`src/rtl/debounce_edge_detector.sv`:
```
// Debounce filter with registered level and one-cycle rise/fall pulses.
// Optional press counter enabled by defining DEBOUNCE_PRESS_COUNT_EN.
module debounce_edge_detector #(
  parameter int STABLE_CYCLES = 16,
  parameter int PRESS_W       = 8
) (
  input  logic               clk,
  input  logic               reset,
  input  logic               din,
  output logic               level,
  output logic               rise,
  output logic               fall
`ifdef DEBOUNCE_PRESS_COUNT_EN
  ,
  output logic [PRESS_W-1:0] press_count
`endif
);

  localparam int CNT_W = $clog2(STABLE_CYCLES + 1);
  localparam logic [CNT_W-1:0] CNT_LAST = CNT_W'(STABLE_CYCLES - 1);

  if (STABLE_CYCLES < 2 || STABLE_CYCLES > 65535 || PRESS_W < 1) begin : g_param_check
    $error("debounce_edge_detector: illegal parameter value");
  end

  typedef enum logic [1:0] {
    STABLE_LO,
    CHK_HI,
    STABLE_HI,
    CHK_LO
  } state_t;

  state_t           r_state;
  logic [CNT_W-1:0] r_cnt;
  logic             r_level;
  logic             r_rise;
  logic             r_fall;

  // The edge on which a new high level is accepted; shared by the FSM and press counter.
  logic w_accept_rise;
  assign w_accept_rise = (r_state == CHK_HI) && din && (r_cnt == CNT_LAST);

  // NOTE: non-blocking assignments keep every register updating from pre-edge values.
  always_ff @(posedge clk or posedge reset) begin
    if (reset) begin
      r_state <= STABLE_LO;
      r_cnt   <= '0;
      r_level <= 1'b0;
      r_rise  <= 1'b0;
      r_fall  <= 1'b0;
    end else begin
      r_rise <= 1'b0;
      r_fall <= 1'b0;
      case (r_state)
        STABLE_LO: begin
          if (din) begin
            r_state <= CHK_HI;
            r_cnt   <= CNT_W'(1);
          end else begin
            r_cnt <= '0;
          end
        end
        CHK_HI: begin
          if (!din) begin
            r_state <= STABLE_LO;
            r_cnt   <= '0;
          end else if (w_accept_rise) begin
            r_state <= STABLE_HI;
            r_level <= 1'b1;
            r_rise  <= 1'b1;
            r_cnt   <= '0;
          end else begin
            r_cnt <= r_cnt + CNT_W'(1);
          end
        end
        STABLE_HI: begin
          if (!din) begin
            r_state <= CHK_LO;
            r_cnt   <= CNT_W'(1);
          end else begin
            r_cnt <= '0;
          end
        end
        CHK_LO: begin
          if (din) begin
            r_state <= STABLE_HI;
            r_cnt   <= '0;
          end else if (r_cnt == CNT_LAST) begin
            r_state <= STABLE_LO;
            r_level <= 1'b0;
            r_fall  <= 1'b1;
            r_cnt   <= '0;
          end else begin
            r_cnt <= r_cnt + CNT_W'(1);
          end
        end
        default: begin
          r_state <= STABLE_LO;
          r_cnt   <= '0;
          r_level <= 1'b0;
        end
      endcase
    end
  end

  assign level = r_level;
  assign rise  = r_rise;
  assign fall  = r_fall;

`ifdef DEBOUNCE_PRESS_COUNT_EN
  logic [PRESS_W-1:0] r_press_count;

  // Wraps naturally at 2^PRESS_W; only reset clears it.
  always_ff @(posedge clk or posedge reset) begin
    if (reset) begin
      r_press_count <= '0;
    end else if (w_accept_rise) begin
      r_press_count <= r_press_count + PRESS_W'(1);
    end
  end

  assign press_count = r_press_count;
`endif

endmodule

```
`config.mk`:
```
export PLATFORM = sky130hd
export DESIGN_NAME = debounce_edge_detector
export DESIGN_NICKNAME = d
export VERILOG_FILES = /design/src/rtl/debounce_edge_detector.sv
export SDC_FILE = /design/constraint.sdc
export NUM_CORES = 1
export LEC_CHECK = 0
export CELL_PAD_IN_SITES_DETAIL_PLACEMENT = 0
export CELL_PAD_IN_SITES_GLOBAL_PLACEMENT = 2
export CORE_MARGIN = 2
export CORE_UTILIZATION = 31
export DETAILED_ROUTE_END_ITERATION = 8
export PLACE_DENSITY = 0.79
export REMOVE_ABC_BUFFERS = 1
export SLEW_MARGIN = 20
export SYNTH_ARGS = -nofsm -noshare
export SYNTH_HDL_FRONTEND = slang
export SYNTH_SLANG_ARGS = --single-unit
```
`constraint.sdc`:
```
create_clock -name clk -period 2 [get_ports clk]
set_input_delay 0.3 -clock clk [delete_from_list [all_inputs] [get_ports clk]]
set_output_delay 0.3 -clock clk [all_outputs]
set_load 0.1 [all_outputs]
```
==> impl_metrics.csv <==
group,metric,value,unit
outcome,outcome,"finished, final reports clean",
finish,antennaDiodeCount,0,
global_route,antenna_found_initial,0,
timing,setup-tns-final,0,ns
clocking,ctsHtreeMaxLevel,1,
setup_path,cp_slowest_cell,"or3b_4",
setup_path,crit_chain,"ha_1, nand3_1, inv_1, ha_1, or3b_4, nor2_1",
finish,areaGrowthSynthToFinish,17.93,%
synthesis,synth_seq_cells,10,
clocking,holdBufCountCts,0,
synthesis,synth_edf_count,0,
synthesis,postSynthCellCount,44,
floorplanning,die_area,1810,um^2
placement,dp_hpwl,626.5,um
synthesis,ys_seq_area_frac,0.5435,
finish,finalNetCount,58,
timing,finalSetupViolCount,0,
synthesis,synthDistinctLibCells,17,
placement,gp_congestion,0.6712,
synthesis,async_flop_share,1.000,
detailed_routing,vias,313,
timing,fin_crit,1.631,ns
synthesis,synth_commonest_cells,"dfrtp_1 (10), inv_1 (5), nor2_1 (5), nand3_1 (4)",
floorplanning,row_count,13,
floorplanning,fp.dieH,42.54,um
timing,hold_viol,0,
detailed_routing,drc,0,
floorplanning,dieWidth,42.54,um
clocking,cts.sinks,10,
setup_path,required,2.21,ns
detailed_routing,drt_wl_total,839,um
global_route,grt_max_degree,11,
floorplanning,start_util,0.3411,
synthesis,synth_most_common_cell,"dfrtp_1",
clocking,clockBufferDepth,2,
power,leakagePower,0.2687,nW
floorplanning,core,1350,um^2
power,vdd_ir_drop_max,0.0003467,V
finish,fillCellCount,143,
floorplanning,ios,6,
setup_path,critPathKind,"reg2reg",
setup_path,cp.arrival,1.84,ns
setup_path,worstPathMaxFanout,5,
clocking,clock_latency,0.27,ns
detailed_routing,drt_first_iter_violations,3,
synthesis,synth_top_area_cell,"dfrtp_1",
placement,postPlaceCellArea,506.7,um^2
timing,rsz0062_at_grt,"no",
detailed_routing,dr.pass1.iters,3,
clocking,cts-root-buf,"clkbuf_4",
timing,fin_skew,0.007144,ns
power,power.density,766.3,nW/um^2
finish,final_area,543.0,um^2
synthesis,synth_area_leaders,"dfrtp_1 (54%), ha_1 (8.2%), nand3_1 (4.3%), inv_1 (4.1%), nor2_1 (4.1%)",
global_route,grt_pass1_vias,339,
clocking,cts_tree,"done",
timing,tightest_slew,0.3932,ns
global_route,grt_pass1_wl,1455,um
detailed_routing,vias_per_cell,4.742,
setup_path,rr_startpoint,"r_cnt[0]",
timing,period_share,0.8157,
global_route,grt.overflow.total,0,
flow_run,maxCapViolations,0,
detailed_routing,wire_per_inst,12.71,um
timing,slew_violations,0,
worst_hold_path,hold_path.class,"in2async",
synthesis,synth_flop_cell,"dfrtp_1",
detailed_routing,drt.antenna.violating_nets,0,
setup_path,worst_path_most_repeated_cell,"ha_1",
setup_path,cp-end-kind,"register",
clocking,cts_resized,0,
timing,fmax,613.0,MHz
clocking,cts_setup_buffers,0,
finish,drive_gt1_frac,0.1569,
timing,maxSlewHeadroom,0.7376,
setup_path,max_stage_delay,0.43,ns
clocking,cts-buffers-inserted,3,
timing,timing.hold.ws,0.3116,ns
global_route,grtUsageTotal,0.1123,
synthesis,ys_warn_count,0,
synthesis,syn_area,460.4,um^2
setup_path,r2r_slack,0.37,ns
setup_path,startpoint_type,"register",
synthesis,avgSynthCellArea,10.46,um^2
synthesis,netlist.area_leader.share,0.5435,
clocking,clk_pin_slew,0.07,ns
placement,io_buffer_count,5,
setup_path,setup.worst_path.start,"r_cnt[0]",
## through the flow
step / util / total power [mW] / setup slack, ns / std cells
global placement: 0.3753 / 0.2334 / 0.3807 / 62
detailed placement: 0.3753 / 0.2335 / 0.3744 / 62
CTS: 0.4022 / 0.4262 / 0.3534 / 66
floorplan: - / 0.2243 / 0.4912 / 42
global route: 0.4022 / 0.4395 / 0.2266 / 66
finish: 0.4022 / 0.4161 / 0.3687 / 66
## layout by cell type (no fill, tap or decap)
| cell | count |
|---|---|
| dfrtp_1 | 10 |
| nand3_1 | 4 |
| nand3b_1 | 1 |
| xnor2_1 | 2 |
| nand2_1 | 3 |
| ha_1 | 3 |
| o21ai_0 | 1 |
| clkbuf_4 | 3 |
| clkdlybuf4s50_1 | 2 |
| nor2_1 | 5 |
| a21boi_0 | 1 |
| a21oi_1 | 2 |
| a221oi_1 | 1 |
| xor2_1 | 1 |
| buf_4 | 3 |
| or3b_4 | 1 |
| o31ai_1 | 1 |
| clkbuf_8 | 1 |
| inv_1 | 5 |
| nor3_1 | 1 |
## state kept, by name, summed over array words and instances, names as in the netlist, named ones only
name / flops
fall: 1
rise: 1
r_cnt: 5
r_state: 1
level: 1
## cell type report
class	count	area [um^2]	area share
clock buffer	4	36.28	0.06682
timing repair buffer	5	42.54	0.07834
sequential	10	250.2	0.4608
multi-input combinational	27	176.4	0.3249
tap	15	18.77	0.03456
inverter	5	18.77	0.03456
## report_power, final
group / leakage (nW) / switching (mW) / total, mW / internal (mW)
clock network: 0.0210 / 0.0763 / 0.187 / 0.111
logic: 0.118 / 0.0103 / 0.0198 / 0.00951
registers: 0.130 / 0.00370 / 0.209 / 0.206
## path summary, 6_finish.rpt
check                                             endpoint  cells past startpoint
worst min register to register                    r_cnt[0]                      1
worst max register to register                    r_cnt[3]                      6
max in group asynchronous                         r_cnt[1]                      2
min in group clk                                  r_cnt[0]                      1
worst min-delay path            asynchronous set/reset pin                      2
worst max-delay path                              r_cnt[3]                      6
## critical path: cells and delay by family (launching register included)
family | cells | cell delay, ns
flip-flops | 1 | 0.40
AND/OR/NAND/NOR | 3 | 0.65
adder cells (fa/ha/maj) | 2 | 0.46
buffers and inverters | 1 | 0.05
## kinds of logic (layout without fill, tap and decap cells)
logic type | after synthesis | after routing | synth area share
xor+xnor | 3 | 3 | 0.05708
flops | 10 | 10 | 0.5435
fa+ha+maj | 3 | 3 | 0.08153
compound gates | 6 | 6 | 0.08425
buf+inv | 7 | 14 | 0.07336
simple gates | 15 | 15 | 0.1603
## layer usage
layer / routed length (um) / share of wire / vias up / global-route usage
li1: - / - / 157 / -
met2: 442 / 0.53 / 3 / 0.1815
met5: 0 / 0 / - / 0
met1: 367 / 0.44 / 151 / 0.1227
met4: 7 / 0.0083 / 0 / 0.09375
met3: 21 / 0.025 / 2 / 0.02586
(Power assumes the default switching activity.)
